### src/rtl/gold_ring_pkg.sv
// gold_ring_pkg
//   Shared constants and types for the ring NIC.
//   - DATA_WIDTH        : packet / register data width
//   - ADDR_*            : processor register map
//   - VC_BIT, DIR_BIT, HOP_*, SRC_* : packet field positions
//   - chan_state_e      : state of a one-entry channel buffer
package gold_ring_pkg;

    localparam int DATA_WIDTH = 64;

    localparam logic [1:0] ADDR_IN_BUF   = 2'd0;
    localparam logic [1:0] ADDR_IN_STAT  = 2'd1;
    localparam logic [1:0] ADDR_OUT_BUF  = 2'd2;
    localparam logic [1:0] ADDR_OUT_STAT = 2'd3;

    localparam int VC_BIT  = 63;
    localparam int DIR_BIT = 62;
    localparam int HOP_MSB = 55;
    localparam int HOP_LSB = 48;
    localparam int SRC_MSB = 47;
    localparam int SRC_LSB = 32;

    typedef enum logic {
        CH_EMPTY = 1'b0,
        CH_FULL  = 1'b1
    } chan_state_e;

endpackage

### src/rtl/gold_nic_channel_buf.sv
// gold_nic_channel_buf
//   One-entry buffer with an EMPTY/FULL state machine.
//   Ports:
//     clk, rst_n  : clock, asynchronous active-low reset
//     i_load      : capture i_data; honoured only while EMPTY
//     i_data      : data to capture
//     i_unload    : release the entry; honoured only while FULL
//     o_data      : buffered data (holds its last value after unload)
//     o_state     : current state (CH_EMPTY / CH_FULL)
module gold_nic_channel_buf
    import gold_ring_pkg::*;
#(
    parameter int W = 64
) (
    input  logic         clk,
    input  logic         rst_n,
    input  logic         i_load,
    input  logic [W-1:0] i_data,
    input  logic         i_unload,
    output logic [W-1:0] o_data,
    output chan_state_e  o_state
);

    chan_state_e  r_state;
    logic [W-1:0] r_data;

    // A load in FULL and an unload in EMPTY are ignored, so the two strobes
    // can never collide on the same entry.
    always_ff @(posedge clk or negedge rst_n) begin
        if (!rst_n) begin
            r_state <= CH_EMPTY;
            r_data  <= '0;
        end else begin
            case (r_state)
                CH_EMPTY: begin
                    if (i_load) begin
                        r_data  <= i_data;
                        r_state <= CH_FULL;
                    end
                end
                CH_FULL: begin
                    if (i_unload) begin
                        r_state <= CH_EMPTY;
                    end
                end
                default: r_state <= CH_EMPTY;
            endcase
        end
    end

    assign o_data  = r_data;
    assign o_state = r_state;

endmodule

### src/rtl/gold_ring_nic.sv
// gold_ring_nic
//   Network interface between a processor core and the local PE port of a
//   ring router. One injection buffer (processor -> router) and one ejection
//   buffer (router -> processor), each a single 64-bit entry.
//   Ports:
//     clk, reset                 : clock, asynchronous active-low reset
//     addr, d_in, d_out          : processor register access
//     nicEn, nicWrEn             : access enable, 1 = write / 0 = read
//     net_so, net_ro, net_do     : injection to router (send, ready, data)
//     net_polarity               : router even/odd phase
//     net_si, net_ri, net_di     : ejection from router (send, ready, data)
//   Register map: 0 input buffer (read pops), 1 input status,
//                 2 output buffer (write only), 3 output status.
//
// Handshake: a transfer happens on a rising edge where the sender's send
// and the receiver's ready are both 1 in the cycle before that edge. The
// sender holds data stable while send is high; ready does not depend on
// send in the same cycle.
module gold_ring_nic
    import gold_ring_pkg::*;
#(
    parameter int DATA_WIDTH = 64,
    parameter int ADDR_WIDTH = 2
) (
    input  logic                  clk,
    input  logic                  reset,
    input  logic [ADDR_WIDTH-1:0] addr,
    input  logic [DATA_WIDTH-1:0] d_in,
    output logic [DATA_WIDTH-1:0] d_out,
    input  logic                  nicEn,
    input  logic                  nicWrEn,
    output logic                  net_so,
    input  logic                  net_ro,
    output logic [DATA_WIDTH-1:0] net_do,
    input  logic                  net_polarity,
    input  logic                  net_si,
    output logic                  net_ri,
    input  logic [DATA_WIDTH-1:0] net_di
);

    logic                  w_rd;
    logic                  w_wr;
    logic                  w_in_full;
    logic                  w_out_full;
    logic                  w_in_load;
    logic                  w_in_unload;
    logic                  w_out_load;
    logic [DATA_WIDTH-1:0] w_in_data;
    logic [DATA_WIDTH-1:0] w_out_data;
    chan_state_e           w_in_state;
    chan_state_e           w_out_state;

    assign w_rd = nicEn & ~nicWrEn;
    assign w_wr = nicEn &  nicWrEn;

    assign w_in_full  = (w_in_state  == CH_FULL);
    assign w_out_full = (w_out_state == CH_FULL);

    // Ejection: ready is purely the registered empty state, so a pop of the
    // input buffer frees it only from the following cycle.
    assign net_ri      = ~w_in_full;
    assign w_in_load   = net_si & ~w_in_full;
    assign w_in_unload = w_rd & (addr == ADDR_WIDTH'(ADDR_IN_BUF)) & w_in_full;

    // Injection: a packet only leaves when its VC bit matches the router's
    // current phase. A write while full (including the draining cycle) is
    // dropped because the buffer only loads from EMPTY.
    assign net_so     = w_out_full & net_ro & (w_out_data[VC_BIT] == net_polarity);
    assign net_do     = w_out_data;
    assign w_out_load = w_wr & (addr == ADDR_WIDTH'(ADDR_OUT_BUF)) & ~w_out_full;

    gold_nic_channel_buf #(.W(DATA_WIDTH)) u_in_buf (
        .clk      (clk),
        .rst_n    (reset),
        .i_load   (w_in_load),
        .i_data   (net_di),
        .i_unload (w_in_unload),
        .o_data   (w_in_data),
        .o_state  (w_in_state)
    );

    gold_nic_channel_buf #(.W(DATA_WIDTH)) u_out_buf (
        .clk      (clk),
        .rst_n    (reset),
        .i_load   (w_out_load),
        .i_data   (d_in),
        .i_unload (net_so),
        .o_data   (w_out_data),
        .o_state  (w_out_state)
    );

    always_comb begin
        d_out = '0;
        if (w_rd) begin
            case (addr)
                ADDR_WIDTH'(ADDR_IN_BUF):   d_out = w_in_data;
                ADDR_WIDTH'(ADDR_IN_STAT):  d_out = {{(DATA_WIDTH-1){1'b0}}, w_in_full};
                ADDR_WIDTH'(ADDR_OUT_STAT): d_out = {{(DATA_WIDTH-1){1'b0}}, w_out_full};
                default:                    d_out = '0;
            endcase
        end
    end

endmodule

### config.mk
export PLATFORM = sky130hd
export DESIGN_NAME = gold_ring_nic
export DESIGN_NICKNAME = d
export VERILOG_FILES = /design/src/rtl/gold_ring_pkg.sv /design/src/rtl/gold_nic_channel_buf.sv /design/src/rtl/gold_ring_nic.sv
export SDC_FILE = /design/constraint.sdc
export NUM_CORES = 1
export LEC_CHECK = 0
export CAP_MARGIN = 20
export CORE_ASPECT_RATIO = 0.75
export CORE_MARGIN = 1.5
export CORE_UTILIZATION = 30
export CTS_CLUSTER_SIZE = 25
export DETAILED_ROUTE_END_ITERATION = 16
export PLACE_DENSITY = 0.69
export SYNTH_ARGS = -nofsm -noshare
export SYNTH_HDL_FRONTEND = slang
export SYNTH_SLANG_ARGS = --single-unit
### constraint.sdc
create_clock -name clk -period 2.5 [get_ports clk]
set_input_delay 0.75 -clock clk [delete_from_list [all_inputs] [get_ports clk]]
set_output_delay 0.75 -clock clk [all_outputs]
set_load 0.005 [all_outputs]
### After elaboration in Yosys (flattened, before gate mapping)

Index checks and enable logic that the tools add are counted.

| cells by class | value |
|---|---|
| equality and inequality tests | 4 |
| muxes and demuxes | 8 |
| bitwise operators | 12 |
| reductions and logical operators | 3 |

Operators by type and width:

| cell | number |
|---|---|
| $pmux 64 s3 | 1 |
| $mux 64 | 1 |
| $and 1x1->1 | 9 |
| $eq 2x2->1 const B | 2 |
| $mux 1 | 4 |
| $pmux 1 s2 | 2 |
| $reduce_and 2->1 | 2 |
| $not 1->1 | 3 |
| $eq 2x1->1 const B | 1 |
| $logic_not 2->1 | 1 |
| $eq 1x1->1 | 1 |

| storage, ports and cells | value |
|---|---|
| register bits | 130 |
| output and inout port bits | 130 |
| logic and storage cells | 31 |

### Logic depth before layout (Yosys ltp)

Gate-level depths: netlist of the first run.

| depth | value |
|---|---|
| depth in word-level cells | 6 |
| depth in mapped cells | 5 |
| mapped depth without buffers | 3 |

### By module

From an unflattened synthesis of the first run, not the netlist that was laid out.

| second synthesis, totals | value |
|---|---|
| cells, all modules | 360 |
| area, all modules | 6049.6 sq um |

By module, submodules not included:

| module | times used | cells each | area an instance (sq um) | sequential area each (sq um) |
|---|---|---|---|---|
| gold_nic_channel_buf | 2 | 139 | 2730.1 | 1626.6 |
| gold_ring_nic | 1 | 82 | 589.3 | 0.0 |

### Least setup slack after synthesis of the first run

No wires, ideal clock.

| path | value |
|---|---|
| path type | input to output |
| from | input nicWrEn |
| to | output d_out[54] |
| data arrival time | 1.544 ns |
| required time | 1.750 ns |
| path slack | 0.206 ns |
| cell stages on the path | 3 |
| path buffers | 1 |
| cell sequence | nor4b_4 -> clkbuf_1 -> and2_1 |

| on the way | value |
|---|---|
| longest elaborated chain between the ends | 3 |

RTL lines:

| item | RTL line | source |
|---|---|---|
| start: declaration | gold_ring_nic.sv:31 | `input logic nicWrEn,` |
| $not 1->1 | gold_ring_nic.sv:53 | `assign w_rd = nicEn & ~nicWrEn;` |
| $and 1x1->1 | gold_ring_nic.sv:53 |  |
| $mux 64 | gold_ring_nic.sv:94 | `if (w_rd) begin` |
| end: declaration | gold_ring_nic.sv:29 | `output logic [DATA_WIDTH-1:0] d_out,` |

Every way passes these cells.

### Worst setup path in the final report of the first run

| path | value |
|---|---|
| from | input nicWrEn |
| to | output d_out[26] |

Same word-level chain as after synthesis.

==> flow_summary.toml, run 1 <==
[logic_synthesis]
synth_area_mm2 = 0.00550
synth_top_area_cell = "dfrtp_1"
syn_area_per_cell_um2 = 15.5
yosysSeqAreaShare_pct = 59.1
yosysWarnings = 0
ys_ff_latch = 130
synthCells = 355
yosys-top-cells-area = "dfrtp_1, mux2_2, mux2_4, and2_1, buf_6"
synth.distinct_cells = 20
synth_nets = 492
netlist.area_leader.share_pct = 59.1

[global_route]
gr-total-overflow = 0
grt_use_total_pct = 16.6
grt_pass1_vias = 4292
grt_pass1_wl_um = 24200
grt_max_degree = 49
antenna_found_initial = 0

[pwr]
power.leakage_nw = 4.48
power.density_mw_per_mm2 = 976
vdd_drop_max_v = 0.000452

[job]
drv_cap = 0

[detailed_routing]
viasPerCell = 4.34
wirelength_um = 16200
detail-route-antenna-nets = 0
first_pass_iters = 4
routedWlPerCell_um = 17.6
drt_iter0_drc = 158
num_vias = 4003
drc = 0

[timing]
period_minus_slack_ns = 2.79
max_freq_mhz = 358
skew_ns = 0.00768
grt_setup_unrepaired = "yes"
fin_crit_sh_pct = 112
worst_slew_pin_slew_ns = 0.480
final_hold_viol_count = 0
slew_headroom_pct = 68.0
fin_hold_ws_ns = 0.280
drv_slew = 0
final.setup.worst_slack_ns = -0.292
setup_viol = 61

[clock_network]
clk_latency_ns = 0.42
cts_made_buffers = 17
cts_hold_buf = 0
cts_tree = "yes"
cts_buffer_depth = 2
cts_htree_levels = 4
path_clk_slew_ns = 0.06
root_buffer = "clkbuf_16"
cts.sinks = 130

[final_layout]
syn_to_final_growth_pct = 77.9
mostFrequentLayoutCells = "clkdlybuf4s50_1, dfrtp_1, mux2_2"
multi_input_area_mm2 = 0.00228
final_common_cell = "clkdlybuf4s50_1"
nets = 806
layout.area.seq_mm2 = 0.00325
drive_gt1_share_pct = 49.4
diodes = 0
fin_area_mm2 = 0.00979
fin_util_pct = 55.0
fillers = 1420

[setup_path]
path_class = "in2out"
rrSetupSlack_ns = 1.05
cp-endpoint = "d_out[26]"
regToRegStartpoint = "u_out_buf.o_state$_DFF_PN0_"
worst_r2r_path_depth = 5
cp.arrival_ns = 2.04
end_kind = "output pin"
setup.worst_path.start = "nicWrEn"
worstPathRequired_ns = 1.75
timing.rr.end = "u_out_buf.o_data[54]$_DFFE_PN0P_"
crit_path_start_kind = "input pin"
crit_fanout = 5

[floorplanning]
die_w_um = 159
core_mm2 = 0.0178
die-height_um = 120
initial_core_util_pct = 30.9
rows = 42
die_area_mm2 = 0.0192
io_pins = 267

[hold_path]
hold_class = "in2async"

[place]
gp_congestion = 0.763
dp_hpwl_um = 10500
dpl_cell_area_mm2 = 0.00854
port_buffers = 266
dpl_worst_slack_ns = -0.832

[run_status]
run_status = "finished, violations left"
violations = "setup timing"
## synthesized netlist by cell type
| master | n |
|---|---|
| and2_1 | 63 |
| and3_1 | 1 |
| and3b_1 | 1 |
| buf_2 | 8 |
| buf_4 | 1 |
| buf_6 | 5 |
| clkbuf_1 | 6 |
| dfrtp_1 | 130 |
| inv_1 | 2 |
| mux2_2 | 79 |
| mux2_4 | 49 |
| mux2i_1 | 1 |
| nand3_1 | 1 |
| nand4_1 | 1 |
| nor2_1 | 1 |
| nor2b_1 | 1 |
| nor4b_4 | 1 |
| o21ai_0 | 2 |
| o21bai_1 | 1 |
| xnor2_1 | 1 |
## critical path, stage by stage
cell	delay [ns]
buf_8	0.10
nor4b_4	0.32
buf_6	0.14
buf_6	0.10
buf_12	0.10
buf_16	0.09
buf_12	0.12
buf_12	0.10
and2_4	0.13
buf_6	0.08
## worst min path at each step
stage                                 endpoint  slack [ns]
2_1_floorplan   u_in_buf.o_data[0]$_DFFE_PN0P_        0.45
3_3_place_gp   u_in_buf.o_data[43]$_DFFE_PN0P_        0.48
3_5_place_dp   u_in_buf.o_data[33]$_DFFE_PN0P_        0.49
4_1_cts        u_out_buf.o_data[0]$_DFFE_PN0P_        0.28
5_1_grt        u_out_buf.o_data[0]$_DFFE_PN0P_        0.29
6_report       u_out_buf.o_data[0]$_DFFE_PN0P_        0.28
## metrics by stage
| step | setup TNS, ns | total power, W | cells |
|---|---|---|---|
| 2_1_floorplan | 0 | 0.00513 | 355 |
| 3_5_place_dp | -51.38 | 0.00696 | 856 |
| 6_report | -8.16 | 0.00956 | 922 |
| 3_3_place_gp | -48.96 | 0.00684 | 856 |
| 4_1_cts | -11.73 | 0.00960 | 910 |
| 5_1_grt | -11.15 | 0.0101 | 922 |
## routing by layer
metal  up-vias  wire (µm)  track usage (%)
met1      2012       6910             20.2
met4         0        244             5.72
met2       141       8170             28.2
met5         -          0                0
li1       1834          -                -
met3        16        924             4.94
## state kept, by name, summed over array words and instances, names as in the netlist
name,cells
u_in_buf.o_data,64
u_in_buf.o_state,1
u_out_buf.o_data,64
u_out_buf.o_state,1
## cell type report
| class | instances | share of cell area, % |
|---|---|---|
| timing repair buffer | 315 | 34.3 |
| sequential | 130 | 33.2 |
| clock buffer | 19 | 4.63 |
| multi-input combinational | 203 | 23.3 |
| inverter | 2 | 0.0767 |
| clock inverter | 11 | 1.41 |
| tap | 242 | 3.09 |
## power by group
group	total, W	internal [W]	switching [W]	leakage [nW]
Clock	0.00249	0.00160	0.000896	0.286
Combinational	0.00327	0.00237	0.000902	2.65
Sequential	0.00379	0.00317	0.000626	1.55
## logic make-up (layout without fill, tap and decap cells)
logic type / Yosys count / count (layout) / synth area share, %
AO/OA/AOI/OAI: 3 / 3 / 0.318
XOR/XNOR: 1 / 1 / 0.159
flip-flops: 130 / 130 / 59.1
buffers and inverters: 22 / 347 / 2.43
multiplexers: 129 / 129 / 29.7
AND/OR/NAND/NOR: 70 / 70 / 8.25
## repair_timing
action | 4_1_cts | 5_1_grt
buffers inserted | 20 | 14
pin swaps | 22 | 30
resized for setup | 277 | 121
setup endpoints to repair | 65 | 63
cloned | 4 | 3
No activity file was read; power rests on OpenSTA's default activity.
==> run 2: changes to the inputs <==
--- a/config.mk
+++ b/config.mk
@@ -11,6 +11,7 @@
 export CORE_UTILIZATION = 30
 export CTS_CLUSTER_SIZE = 25
 export DETAILED_ROUTE_END_ITERATION = 16
+export MAX_ROUTING_LAYER = met4
 export PLACE_DENSITY = 0.69
 export SYNTH_ARGS = -nofsm -noshare
 export SYNTH_HDL_FRONTEND = slang
==> flow_summary.toml, run 2 (same netlist as run 1, synthesis figures left out) <==
[run_status]
run_status = "finished, violations left"
violations = "setup timing"

[detailed_routing]
wirelength_um = 16100
drt_iter0_drc = 109
detail-route-antenna-nets = 0
drc = 0
routedWlPerCell_um = 17.5
num_vias = 3989
viasPerCell = 4.34
first_pass_iters = 4

[setup_path]
worstPathCellList = "buf_8 > nor4b_4 > buf_6 > buf_6 > buf_12 > buf_16 > buf_12 > buf_12 > and2_4 > buf_6"
worstPathRequired_ns = 1.75
cp.arrival_ns = 2.05
end_kind = "output pin"
path_class = "in2out"
rrSetupSlack_ns = 1.05
crit_fanout = 5
cp_slowest_stage_delay_ns = 0.32
worst_r2r_path_depth = 5
crit_path_start_kind = "input pin"
crit_slowest_cell = "nor4b_4"

[clock_network]
path_clk_slew_ns = 0.06
cts_buffer_depth = 2
clk_latency_ns = 0.41
cts_htree_levels = 4
cts_tree = "yes"
cts_hold_buf = 0
cts.sinks = 130
root_buffer = "clkbuf_16"
cts_made_buffers = 17

[floorplanning]
core_mm2 = 0.0178
io_pins = 267
initial_core_util_pct = 30.9
rows = 42
die_w_um = 159
die_area_mm2 = 0.0192
die-height_um = 120

[global_route]
antenna_found_initial = 0
grt_pass1_wl_um = 24200
grt_max_degree = 49
grt_pass1_vias = 4302
gr-total-overflow = 0
grt_use_total_pct = 17.1

[pwr]
power.leakage_nw = 4.43
power.density_mw_per_mm2 = 980
vdd_drop_max_v = 0.000451

[final_layout]
nets = 804
diodes = 0
mostFrequentLayoutCells = "clkdlybuf4s50_1, dfrtp_1, mux2_2"
final_common_cell = "clkdlybuf4s50_1"
syn_to_final_growth_pct = 77.0
drive_gt1_share_pct = 49.1
fin_cells = 920
fillers = 1429
fin_area_mm2 = 0.00974

[timing]
drv_slew = 0
setup_tns_ns = -8.50
grt_setup_unrepaired = "yes"
worst_slew_pin_slew_ns = 0.479
skew_ns = 0.00772
fin_crit_sh_pct = 112
slew_headroom_pct = 68.0
final_hold_viol_count = 0
period_minus_slack_ns = 2.80
final.setup.worst_slack_ns = -0.296
max_freq_mhz = 358
setup_viol = 63

[place]
dp_hpwl_um = 10500
gp_congestion = 0.773
dpl_cell_area_mm2 = 0.00854
port_buffers = 266
placedCellCount = 856

[hold_path]
hold_class = "in2async"

[job]
drv_cap = 0
## run 2: changes by cell type in the layout (fill, tap and decap cells not counted)
cell            delta
and2_4             -3
dlymetal6s2s_1     -2
and2_1             +3
clkbuf_2           +2
buf_8              -1
buf_4              -1
buf_6              -1
buf_2              +1
## run 2: layout make-up
cell class	instances	area, µm²	area share (%)
multi-input cells	203	2270	23.3
inverters	2	7.51	0.0771
flip-flops and latches	130	3250	33.4
well taps	242	303	3.11
clock buffers	19	453	4.65
repair buffers	313	3310	34.0
clock inverters	11	138	1.41
## run 2: path summary, 6_finish.rpt
kind | start | to
setup / recovery | nicWrEn | d_out[26]
hold / removal | reset | u_out_buf.o_data[0]$_DFFE_PN0P_
setup reg to reg | u_out_buf.o_state$_DFF_PN0_ | u_out_buf.o_data[54]$_DFFE_PN0P_
hold reg to reg | u_out_buf.o_data[52]$_DFFE_PN0P_ | u_out_buf.o_data[52]$_DFFE_PN0P_
max in group asynchronous | reset | u_out_buf.o_data[30]$_DFFE_PN0P_
min in group clk | u_out_buf.o_data[52]$_DFFE_PN0P_ | u_out_buf.o_data[52]$_DFFE_PN0P_
## run 2: routing by layer
metal	wire length, µm	track usage, %	up-vias
met5	0	-	-
met4	225	5.72	0
met3	953	4.60	16
met2	8130	28.2	146
met1	6820	20.4	1995
li1	-	-	1832
## run 2: repair_timing
item,4_1_cts,5_1_grt
pin swaps,22,27
endpoints found under the setup margin,65,63
resized for setup,277,116
cloned,4,3
setup buffers,20,12
## run 2: critical path: cells and delay by family
kind	cells	cell delay (ns)
simple gates	2	0.45
buf+inv	8	0.83
## run 2: power breakdown
group | internal (W) | switching [W]
Sequential | 0.00317 | 0.000625
Clock | 0.00160 | 0.000892
Combinational | 0.00236 | 0.000898
Total | 0.00713 | 0.00241
## run 2: metrics by stage
step / total power, W / utilization [%] / setup WS [ns] / hold slack (ns)
detailed placement: 0.00696 / 47.9 / -0.832 / 0.487
global placement: 0.00684 / 47.9 / -0.798 / 0.480
CTS: 0.00960 / 53.7 / -0.414 / 0.282
finish: 0.00954 / 54.7 / -0.296 / 0.284
global route: 0.0101 / 54.7 / -0.343 / 0.292
floorplan: 0.00513 / - / 0.206 / 0.454
==> run 3: changes to the inputs <==
--- a/config.mk
+++ b/config.mk
@@ -5,6 +5,7 @@
 export SDC_FILE = /design/constraint.sdc
 export NUM_CORES = 1
 export LEC_CHECK = 0
+export ABC_CLOCK_PERIOD_IN_PS = 3100
 export CAP_MARGIN = 20
 export CORE_ASPECT_RATIO = 0.75
 export CORE_MARGIN = 1.5
@@ -13,6 +14,7 @@
 export DETAILED_ROUTE_END_ITERATION = 16
 export MAX_ROUTING_LAYER = met4
 export PLACE_DENSITY = 0.69
+export SLEW_MARGIN = 5
 export SYNTH_ARGS = -nofsm -noshare
 export SYNTH_HDL_FRONTEND = slang
 export SYNTH_SLANG_ARGS = --single-unit
==> constraint.sdc (replaced) <==
create_clock -name clk -period 3.1 [get_ports clk]
set_input_delay 0.93 -clock clk [delete_from_list [all_inputs] [get_ports clk]]
set_output_delay 0.93 -clock clk [all_outputs]
set_load 0.005 [all_outputs]
==> flow_summary.toml, run 3 (same netlist as run 1, synthesis figures left out) <==
[timing]
slew_headroom_pct = 62.8
fin_crit_sh_pct = 96.8
setup_viol = 0
period_minus_slack_ns = 3.00
skew_ns = 0.00744
drv_slew = 0
worst_slew_pin_slew_ns = 0.558
max_freq_mhz = 333
grt_setup_unrepaired = "no"
final_hold_viol_count = 0

[place]
gp_congestion = 0.776
port_buffers = 266
dp_hpwl_um = 10200

[final_layout]
drive_gt1_share_pct = 36.3
nets = 785
fin_util_pct = 51.7
diodes = 0
mostFrequentLayoutCells = "clkdlybuf4s50_1, dfrtp_1, mux2_2"
fillers = 1473
final_common_cell = "clkdlybuf4s50_1"
syn_to_final_growth_pct = 67.5

[clock_network]
cts_hold_buf = 0
cts_made_buffers = 17
root_buffer = "clkbuf_16"
cts.sinks = 130
cts_htree_levels = 4
clk_latency_ns = 0.41
path_clk_slew_ns = 0.06
cts_buffer_depth = 2
cts_tree = "yes"

[pwr]
p_total_w = 0.00759
power.leakage_nw = 4.21
vdd_drop_max_v = 0.000439
power.density_mw_per_mm2 = 823

[detailed_routing]
detail-route-antenna-nets = 0
viasPerCell = 4.29
num_vias = 3868
drc = 0
routedWlPerCell_um = 16.9
wirelength_um = 15200
first_pass_iters = 4
drt_iter0_drc = 135

[setup_path]
end_kind = "output pin"
crit_fanout = 8
path_class = "in2out"
worst_r2r_path_depth = 4
cp.arrival_ns = 2.07
worstPathRequired_ns = 2.17
crit_path_start_kind = "input pin"

[global_route]
grt_max_degree = 61
grt_pass1_wl_um = 23800
grt_pass1_vias = 4301
antenna_found_initial = 0
gr-total-overflow = 0
grt_use_total_pct = 16.8

[floorplanning]
die_area_mm2 = 0.0192
io_pins = 267
core_mm2 = 0.0178
die-height_um = 120
initial_core_util_pct = 30.9
die_w_um = 159
rows = 42

[job]
drv_cap = 0

[run_status]
run_status = "finished clean"

[hold_path]
hold_class = "in2async"
## run 3: changes by cell type in the layout (fill, tap and decap cells not counted), moves of 3 or more
| cell | change |
|---|---|
| and2_1 | +45 |
| and2_4 | -45 |
| buf_12 | -5 |
| buf_2 | +21 |
| buf_6 | -59 |
| clkbuf_1 | +4 |
| clkbuf_2 | -3 |
| clkdlybuf4s15_1 | +18 |
| clkdlybuf4s15_2 | +3 |
| clkinv_2 | -3 |
| clkinvlp_4 | -3 |
| dlygate4sd2_1 | +4 |
## run 3: timing repair
action	CTS	global route
endpoints found under the hold margin	0	0
endpoints found under the setup margin	65	64
gates cloned	7	0
gates resized for setup	222	19
buffers inserted	17	0
pin swaps	2	1
## run 3: worst paths after layout
kind | startpoint | to | slack [ns]
max | addr[1] | d_out[24] | 0.1
min reg2reg | u_in_buf.o_data[27]$_DFFE_PN0P_ | u_in_buf.o_data[27]$_DFFE_PN0P_ | 0.50
max in group asynchronous | reset | u_in_buf.o_data[19]$_DFFE_PN0P_ | 1.92
min in group clk | u_in_buf.o_data[27]$_DFFE_PN0P_ | u_in_buf.o_data[27]$_DFFE_PN0P_ | 0.50
min | reset | u_out_buf.o_data[51]$_DFFE_PN0P_ | 0.50
max reg2reg | u_out_buf.o_state$_DFF_PN0_ | u_out_buf.o_data[54]$_DFFE_PN0P_ | 1.66
## run 3: area by class of cell
class / count / area (µm²) / share of cell area, %
multi-input cells: 203 / 2150 / 23.3
inverters: 2 / 7.51 / 0.0815
flip-flops and latches: 130 / 3250 / 35.3
well taps: 242 / 303 / 3.29
repair buffers: 294 / 2910 / 31.6
clock buffers: 25 / 495 / 5.38
clock inverters: 5 / 100 / 1.09
## run 3: critical path, stage by stage
cell	delay, ns
buf_6	0.10
nor4b_4	0.28
buf_4	0.18
buf_4	0.12
buf_12	0.11
and2_1	0.15
clkdlybuf4s15_1	0.21
## run 3: where the power goes
part	switching, W	internal (W)
Combinational	0.000708	0.00184
Sequential	0.000450	0.00255
Clock	0.000691	0.00134
Total	0.00185	0.00574
## run 3: per-layer routing
metal / GRT usage, % / vias to the layer above / part of all wire (%)
li1: - / 1800 / -
met1: 21.1 / 1910 / 45
met2: 26.9 / 145 / 49
met3: 4.49 / 13 / 5.5
met4: 5.01 / 0 / 1.4
met5: - / - / 0
## run 3: metrics by stage
stage               setup WS [ns]  instances  instance area, µm²  setup TNS [ns]  hold WS, ns
global route              0.00258        901                9220               0        0.512
detailed placement         -0.569        854                8480          -34.34        0.487
CTS                       -0.0190        908                9360         -0.0298        0.499
finish                     0.0982        901                9220               0        0.497
global placement           -0.558        854                8480          -33.29        0.480
floorplan                   0.446        355                5500               0        0.472
